--- src/rtl/instr_fetch_unit_if.sv ---
// Instruction-fetch bus interface.
// Groups the core-side instruction handshake, the branch redirect inputs and
// the instruction-memory req/ack bus into one bundle.
//   master : the fetch unit (drives instr_*, mem_req, mem_addr, busy)
//   slave  : the environment, i.e. core plus memory (drives redirect*,
//            instr_ready, mem_ack, mem_rdata)
interface instr_fetch_unit_if #(
  parameter int ADDR_W = 32,
  parameter int DATA_W = 32
);
  logic              redirect;
  logic [ADDR_W-1:0] redirect_pc;
  logic              instr_ready;
  logic              instr_valid;
  logic [DATA_W-1:0] instr_out;
  logic [ADDR_W-1:0] instr_pc;
  logic              mem_req;
  logic [ADDR_W-1:0] mem_addr;
  logic              mem_ack;
  logic [DATA_W-1:0] mem_rdata;
  logic              busy;

  modport master (
    input  redirect, redirect_pc, instr_ready, mem_ack, mem_rdata,
    output instr_valid, instr_out, instr_pc, mem_req, mem_addr, busy
  );

  modport slave (
    output redirect, redirect_pc, instr_ready, mem_ack, mem_rdata,
    input  instr_valid, instr_out, instr_pc, mem_req, mem_addr, busy
  );
endinterface

--- src/rtl/instr_fetch_unit.sv ---
// Instruction-fetch front end.
// Owns the fetch PC, issues one outstanding word read at a time to a
// variable-latency memory, buffers returned words in a DEPTH-entry prefetch
// FIFO and presents the head entry to the core. A redirect flushes the FIFO
// and re-steers fetching; an access already in flight is allowed to finish
// and its data is dropped.
// Ports:
//   clk   : system clock, rising edge
//   reset : asynchronous, active-low reset
//   bus   : instr_fetch_unit_if master modport (core + memory signals)
module instr_fetch_unit #(
  parameter int              ADDR_W   = 32,
  parameter int              DATA_W   = 32,
  parameter int              DEPTH    = 2,
  parameter logic [ADDR_W-1:0] RESET_PC = '0
) (
  input  logic                clk,
  input  logic                reset,
  instr_fetch_unit_if.master  bus
);

  localparam int PTR_W = $clog2(DEPTH);
  localparam int CNT_W = PTR_W + 1;
  localparam logic [CNT_W-1:0] FULL_CNT = CNT_W'(DEPTH);

  localparam logic [1:0] S_IDLE = 2'd0;
  localparam logic [1:0] S_WAIT = 2'd1;
  localparam logic [1:0] S_DROP = 2'd2;

  logic [1:0]        state_q, state_d;
  logic [ADDR_W-1:0] fetch_pc_q, fetch_pc_d;
  logic              mem_req_q, mem_req_d;
  logic [ADDR_W-1:0] mem_addr_q, mem_addr_d;
  logic [CNT_W-1:0]  count_q, count_d;
  logic [PTR_W-1:0]  rd_ptr_q, rd_ptr_d;
  logic [PTR_W-1:0]  wr_ptr_q, wr_ptr_d;

  logic [ADDR_W-1:0] fifo_pc_q   [DEPTH];
  logic [DATA_W-1:0] fifo_word_q [DEPTH];

  logic              push;
  logic              pop;
  logic              flush;
  logic              head_valid;
  logic [CNT_W-1:0]  count_after;
  logic [ADDR_W-1:0] next_addr;

  assign head_valid = (count_q != '0);
  assign next_addr  = mem_addr_q + ADDR_W'(4);

  // Fetch control. Redirect always wins: the FIFO is flushed and nothing is
  // pushed or popped that cycle. A request, once raised, is never withdrawn
  // before its ack, so a redirect during an access parks in S_DROP until the
  // stale word comes back.
  always_comb begin
    state_d     = state_q;
    fetch_pc_d  = fetch_pc_q;
    mem_req_d   = mem_req_q;
    mem_addr_d  = mem_addr_q;
    push        = 1'b0;
    flush       = 1'b0;
    pop         = head_valid && bus.instr_ready && !bus.redirect;
    count_after = count_q + CNT_W'(1) - CNT_W'(pop);

    case (state_q)
      S_IDLE: begin
        if (bus.redirect) begin
          flush      = 1'b1;
          fetch_pc_d = bus.redirect_pc;
        end else if (count_q < FULL_CNT) begin
          mem_req_d  = 1'b1;
          mem_addr_d = fetch_pc_q;
          state_d    = S_WAIT;
        end
      end
      S_WAIT: begin
        if (bus.redirect) begin
          flush      = 1'b1;
          fetch_pc_d = bus.redirect_pc;
          if (bus.mem_ack) begin
            mem_addr_d = bus.redirect_pc;
          end else begin
            state_d = S_DROP;
          end
        end else if (bus.mem_ack) begin
          push       = 1'b1;
          fetch_pc_d = next_addr;
          if (count_after < FULL_CNT) begin
            mem_addr_d = next_addr;
          end else begin
            mem_req_d = 1'b0;
            state_d   = S_IDLE;
          end
        end
      end
      S_DROP: begin
        if (bus.redirect) begin
          flush      = 1'b1;
          fetch_pc_d = bus.redirect_pc;
        end
        if (bus.mem_ack) begin
          mem_addr_d = bus.redirect ? bus.redirect_pc : fetch_pc_q;
          state_d    = S_WAIT;
        end
      end
      default: begin
        mem_req_d = 1'b0;
        state_d   = S_IDLE;
      end
    endcase

    if (flush) begin
      count_d  = '0;
      rd_ptr_d = '0;
      wr_ptr_d = '0;
    end else begin
      count_d  = count_q + CNT_W'(push) - CNT_W'(pop);
      rd_ptr_d = rd_ptr_q + PTR_W'(pop);
      wr_ptr_d = wr_ptr_q + PTR_W'(push);
    end
  end

  always_ff @(posedge clk or negedge reset) begin
    if (!reset) begin
      state_q    <= S_IDLE;
      fetch_pc_q <= RESET_PC;
      mem_req_q  <= 1'b0;
      mem_addr_q <= RESET_PC;
      count_q    <= '0;
      rd_ptr_q   <= '0;
      wr_ptr_q   <= '0;
    end else begin
      state_q    <= state_d;
      fetch_pc_q <= fetch_pc_d;
      mem_req_q  <= mem_req_d;
      mem_addr_q <= mem_addr_d;
      count_q    <= count_d;
      rd_ptr_q   <= rd_ptr_d;
      wr_ptr_q   <= wr_ptr_d;
    end
  end

  // Storage needs no reset: the head is only exposed while count is non-zero.
  always_ff @(posedge clk) begin
    if (push) begin
      fifo_pc_q[wr_ptr_q]   <= mem_addr_q;
      fifo_word_q[wr_ptr_q] <= bus.mem_rdata;
    end
  end

  // Head is gated so an empty FIFO presents zeros rather than stale entries.
  assign bus.instr_valid = head_valid;
  assign bus.instr_out   = head_valid ? fifo_word_q[rd_ptr_q] : '0;
  assign bus.instr_pc    = head_valid ? fifo_pc_q[rd_ptr_q] : '0;
  assign bus.mem_req     = mem_req_q;
  assign bus.mem_addr    = mem_addr_q;
  assign bus.busy        = (state_q != S_IDLE);

endmodule

--- src/flat_wrapper.sv ---
// flat-port wrapper written by rule: the top's interface ports become plain ports
module instr_fetch_unit_flat 
#(
  parameter int              ADDR_W   = 32,
  parameter int              DATA_W   = 32,
  parameter int              DEPTH    = 2,
  parameter logic [ADDR_W-1:0] RESET_PC = '0
)
  (clk, reset, bus_redirect, bus_redirect_pc, bus_instr_ready, bus_mem_ack, bus_mem_rdata, bus_instr_valid, bus_instr_out, bus_instr_pc, bus_mem_req, bus_mem_addr, bus_busy);
  instr_fetch_unit_if #(.ADDR_W(ADDR_W), .DATA_W(DATA_W)) bus_i ();
  input  logic clk;
  input  logic reset;
  input wire logic [$bits(bus_i.redirect)-1:0] bus_redirect;
  input wire logic [$bits(bus_i.redirect_pc)-1:0] bus_redirect_pc;
  input wire logic [$bits(bus_i.instr_ready)-1:0] bus_instr_ready;
  input wire logic [$bits(bus_i.mem_ack)-1:0] bus_mem_ack;
  input wire logic [$bits(bus_i.mem_rdata)-1:0] bus_mem_rdata;
  output wire logic [$bits(bus_i.instr_valid)-1:0] bus_instr_valid;
  output wire logic [$bits(bus_i.instr_out)-1:0] bus_instr_out;
  output wire logic [$bits(bus_i.instr_pc)-1:0] bus_instr_pc;
  output wire logic [$bits(bus_i.mem_req)-1:0] bus_mem_req;
  output wire logic [$bits(bus_i.mem_addr)-1:0] bus_mem_addr;
  output wire logic [$bits(bus_i.busy)-1:0] bus_busy;
  assign bus_i.redirect = bus_redirect;
  assign bus_i.redirect_pc = bus_redirect_pc;
  assign bus_i.instr_ready = bus_instr_ready;
  assign bus_i.mem_ack = bus_mem_ack;
  assign bus_i.mem_rdata = bus_mem_rdata;
  assign bus_instr_valid = bus_i.instr_valid;
  assign bus_instr_out = bus_i.instr_out;
  assign bus_instr_pc = bus_i.instr_pc;
  assign bus_mem_req = bus_i.mem_req;
  assign bus_mem_addr = bus_i.mem_addr;
  assign bus_busy = bus_i.busy;
  instr_fetch_unit #(.ADDR_W(ADDR_W), .DATA_W(DATA_W), .DEPTH(DEPTH), .RESET_PC(RESET_PC)) u_core (.clk(clk), .reset(reset), .bus(bus_i));
endmodule
--- config.mk ---
export PLATFORM = sky130hd
export DESIGN_NAME = instr_fetch_unit_flat
export DESIGN_NICKNAME = d
export VERILOG_FILES = /design/src/rtl/instr_fetch_unit_if.sv /design/src/rtl/instr_fetch_unit.sv /design/src/flat_wrapper.sv
export SDC_FILE = /design/constraint.sdc
export NUM_CORES = 1
export LEC_CHECK = 0
export CELL_PAD_IN_SITES_DETAIL_PLACEMENT = 2
export CELL_PAD_IN_SITES_GLOBAL_PLACEMENT = 2
export CORE_MARGIN = 10
export CORE_UTILIZATION = 38
export CTS_CLUSTER_DIAMETER = 120
export DETAILED_ROUTE_END_ITERATION = 7
export PLACE_DENSITY = 0.94
export SLEW_MARGIN = 20
export SYNTH_ARGS = -nofsm -noshare
export SYNTH_HDL_FRONTEND = slang
export SYNTH_SLANG_ARGS = --single-unit
--- constraint.sdc ---
create_clock -name clk -period 10 [get_ports clk]
set_input_delay 3 -clock clk [delete_from_list [all_inputs] [get_ports clk]]
set_output_delay 3 -clock clk [all_outputs]
set_load 0.005 [all_outputs]
==> out/metrics.cfg <==
[outcome]
status = complete, no violations

[layout]
drive_above_1_share = 0.0701
synthToLayoutAreaGrowth_pct = 25.7
regArea_um2 = 5620
final_nets = 1080
most_common_cell_after_layout_fill_and_taps_aside = clkdlybuf4s50_1
antenna-diode-count = 0
filler_cell_count = 2525
final_cell_mix = clkdlybuf4s50_1 (165), edfxtp_1 (128), nor2_1 (108), mux2i_1 (71), dfrtp_1 (70)
total_area_of_multi_input_combinational_cells_um2 = 3880
post_layout_cell_count = 1343
finalInstanceArea_um2 = 12300

[grt]
grtUsageTotal = 0.231
grt_pass1_wl_um = 58700
grt_pass1_vias = 9057
grt_start_max_net_pins = 72
gr-total-overflow = 0
antenna_found_initial = 0

[worst_setup_path]
criticalPathCategory = input pin to flip-flop
critical_path_arrival_ns = 6.66
cp_max_fo = 61
max_stage_delay_ns = 0.64
depth_of_the_critical_timing_path_with_buffers_and_inverters_included = 13
timing.critical_path.from_type = input pin
crit_top_cell = buf_4
crit_chain = buf_2, buf_4, inv_1, buf_4, and3_1, inv_1, ha_1, xnor2_1, o21ai_0, a21oi_2, buf_4, o31ai_1, a221o_1
crit_family = buffers and inverters
critical_path_required_ns = 10.34
cp.buffers_inverters = 6
cp_max_stage_cell = a21oi_2
reg2regPathDepth = 12
worst_setup_path_end_kind = flip-flop

[synth]
postSynthRegisterBits = 199
syn_nets = 944
synth_top_family_by_area = compound AO/OA/AOI/OAI gates
yosys-mux-area-fraction = 0.0807
ys.warnings.count = 0
post_synth_inst_count = 864
synthArstFlopShare = 0.357
synth_adder_area_share = 0.0141
syn-cell-area_um2 = 9790
yosys.cell_types.count = 65
seq_area_frac_synth = 0.574
synth_area_in_compound_gates = 0.158
syn-mean-instance-area_um2 = 11.3
synth_simple_gate_area_share = 0.115
synth_edf_count = 128
synth_ff_type = edfxtp_1
xor_and_xnor_fraction_of_the_mapped_netlist_area = 0.0242

[floorplanning]
die_height_um = 180
effective_utilization_at_floorplan = 0.387
die_area_um2 = 32600
coreArea_um2 = 25300
die_x_um = 180
row_count = 58
io-pin-count = 168

[routing]
remaining_antenna_violation_count_after_routing = 0
drt_iter0_markers = 804
postRouteWirelength_um = 38700
routed_via_density = 6.22
vias = 8358
wl_per_cell_um = 28.8
remaining_drc_errors = 0
drtPass1Iterations = 5

[placed_design]
port_buffers = 167
placement.cell_area_um2 = 11700
numPlacedInstances = 1311
routability_congestion_estimate_from_global_placement = 0.825
dpl.hpwl_um = 24600

[timing]
achievable-frequency_mhz = 158
final_hold_vio_count = 0
max_slew_margin = 0.291
finalCritPeriodShare = 0.632
tightest_slew_ns = 1.06
final_layout_worst_hold_slack_ns = 0.547
fin_worst_skew_ns = 0.0167
timing.setup.tns_ns = 0
finalMaxSlewViolations = 0
grt_setup_unrepaired = no
number_of_setup_violations_in_the_final_report = 0
min_period_ns = 6.32

[clock_network]
clock_tree_from_tritoncts = built
cts_root_buffer = clkbuf_16
number_of_h_tree_levels = 4
postCtsSetupRepairBufs = 0
clk_transition_reported_paths_ns = 0.08
cts_buffer_depth = 2
clock_sink_count = 199
cts_resized = 0
cts.hold.buffers_added = 0
latest_clock_arrival_within_the_worst_skew_pair_ns = 0.45
cts_made_buffers = 17

[power_and_ir_drop]
ir_worst_vdd_v = 0.000144
power.leakage_nw = 4.27
pwr_density_cell_nw_per_um2 = 325
post-layout-total-power_w = 0.00400

[min_path]
hold_path_depth = 2
worst_hold_path_type = flip-flop to flip-flop

[run]
max_cap_viol_count = 0

tightest hold or removal path, cell delays in order (launching register included):
cell and delay, ns:
dfrtp_1 0.37, a22oi_1 0.07, o21ai_0 0.07
cells by family (layout without fill, tap and decap cells):
logic type,count (synthesis),in the layout
fa+ha+maj,11,11
buf+inv,77,226
flops,199,199
simple gates,235,235
compound gates,237,237
mux,78,78
xor+xnor,27,27
flip-flops by register name (all words and copies together) (netlist names):
name	count
u_core.fetch_pc_q	32
u_core.bus.mem_req	1
u_core.count_q	2
u_core.state_q	2
u_core.wr_ptr_q	1
u_core.fifo_word_q	64
u_core.bus.mem_addr	32
u_core.fifo_pc_q	64
u_core.rd_ptr_q	1
layer usage:
| metal | GRT usage | up-vias | share of wire |
|---|---|---|---|
| li1 | - | 3534 | - |
| met3 | 0.0550 | 89 | 0.073 |
| met2 | 0.385 | 458 | 0.48 |
| met5 | 0 | - | 0 |
| met4 | 0.0853 | 0 | 0.031 |
| met1 | 0.284 | 4277 | 0.41 |
area by class of cell:
cell class                      instances  share of cell area
Tap cell                              330              0.0336
Sequential cell                       199               0.457
Inverter                               15             0.00458
Clock inverter                         14              0.0120
Timing Repair Buffer                  179               0.142
Multi-Input combinational cell        588               0.315
Clock buffer                           18              0.0349
final timing paths:
| path | from | to | slack [ns] |
|---|---|---|---|
| max | bus_redirect | u_core.bus.mem_addr[16] | 3.68 |
| min | u_core.fetch_pc_q[14] | u_core.fetch_pc_q[14] | 0.55 |
| max reg2reg | u_core.count_q[1] | u_core.bus.mem_addr[16] | 6.10 |
| min reg2reg | u_core.fetch_pc_q[14] | u_core.fetch_pc_q[14] | 0.55 |
| max in group asynchronous | reset | u_core.rd_ptr_q | 6.38 |
| min in group asynchronous | reset | u_core.fetch_pc_q[25] | 2.79 |
synthesized netlist by cell type (all sizes together), types with 4 or more instances:
| cell type | count | share of area |
|---|---|---|
| a21o | 4 | 0.0032 |
| a21oi | 48 | 0.025 |
| a221o | 5 | 0.0051 |
| a221oi | 13 | 0.012 |
| a22o | 4 | 0.0036 |
| a22oi | 12 | 0.0092 |
| a2bb2oi | 5 | 0.0045 |
| a31oi | 6 | 0.0038 |
| a32o | 4 | 0.0041 |
| a32oi | 5 | 0.0045 |
| and3 | 10 | 0.0064 |
| buf | 27 | 0.014 |
| clkbuf | 35 | 0.014 |
| dfrtp | 71 | 0.18 |
| edfxtp | 128 | 0.39 |
| ha | 11 | 0.014 |
| inv | 15 | 0.0058 |
| mux2 | 7 | 0.0081 |
| mux2i | 71 | 0.073 |
| nand2 | 36 | 0.014 |
| nand2b | 5 | 0.0032 |
| nand3 | 25 | 0.013 |
| nand4 | 11 | 0.0077 |
| nor2 | 109 | 0.042 |
| nor2b | 13 | 0.0083 |
| nor3 | 7 | 0.0064 |
| nor4 | 5 | 0.0047 |
| o21a | 5 | 0.0038 |
| o21ai | 57 | 0.030 |
| o22ai | 42 | 0.027 |
| o31ai | 4 | 0.0031 |
| or2 | 4 | 0.0026 |
| xnor2 | 16 | 0.014 |
| xor2 | 11 | 0.0098 |
report_power, final:
group          switching, W  internal [W]
clock network      0.000370      0.000337
registers          0.000338       0.00111
logic               0.00107      0.000787
through the flow:
stage | utilization | setup slack, ns
5_1_grt | 0.487 | 3.46
3_5_place_dp | 0.464 | 3.32
3_3_place_gp | 0.464 | 3.58
6_report | 0.487 | 3.68
4_1_cts | 0.487 | 3.70
2_1_floorplan | - | 4.27
Power figures use the tool's default switching activity.
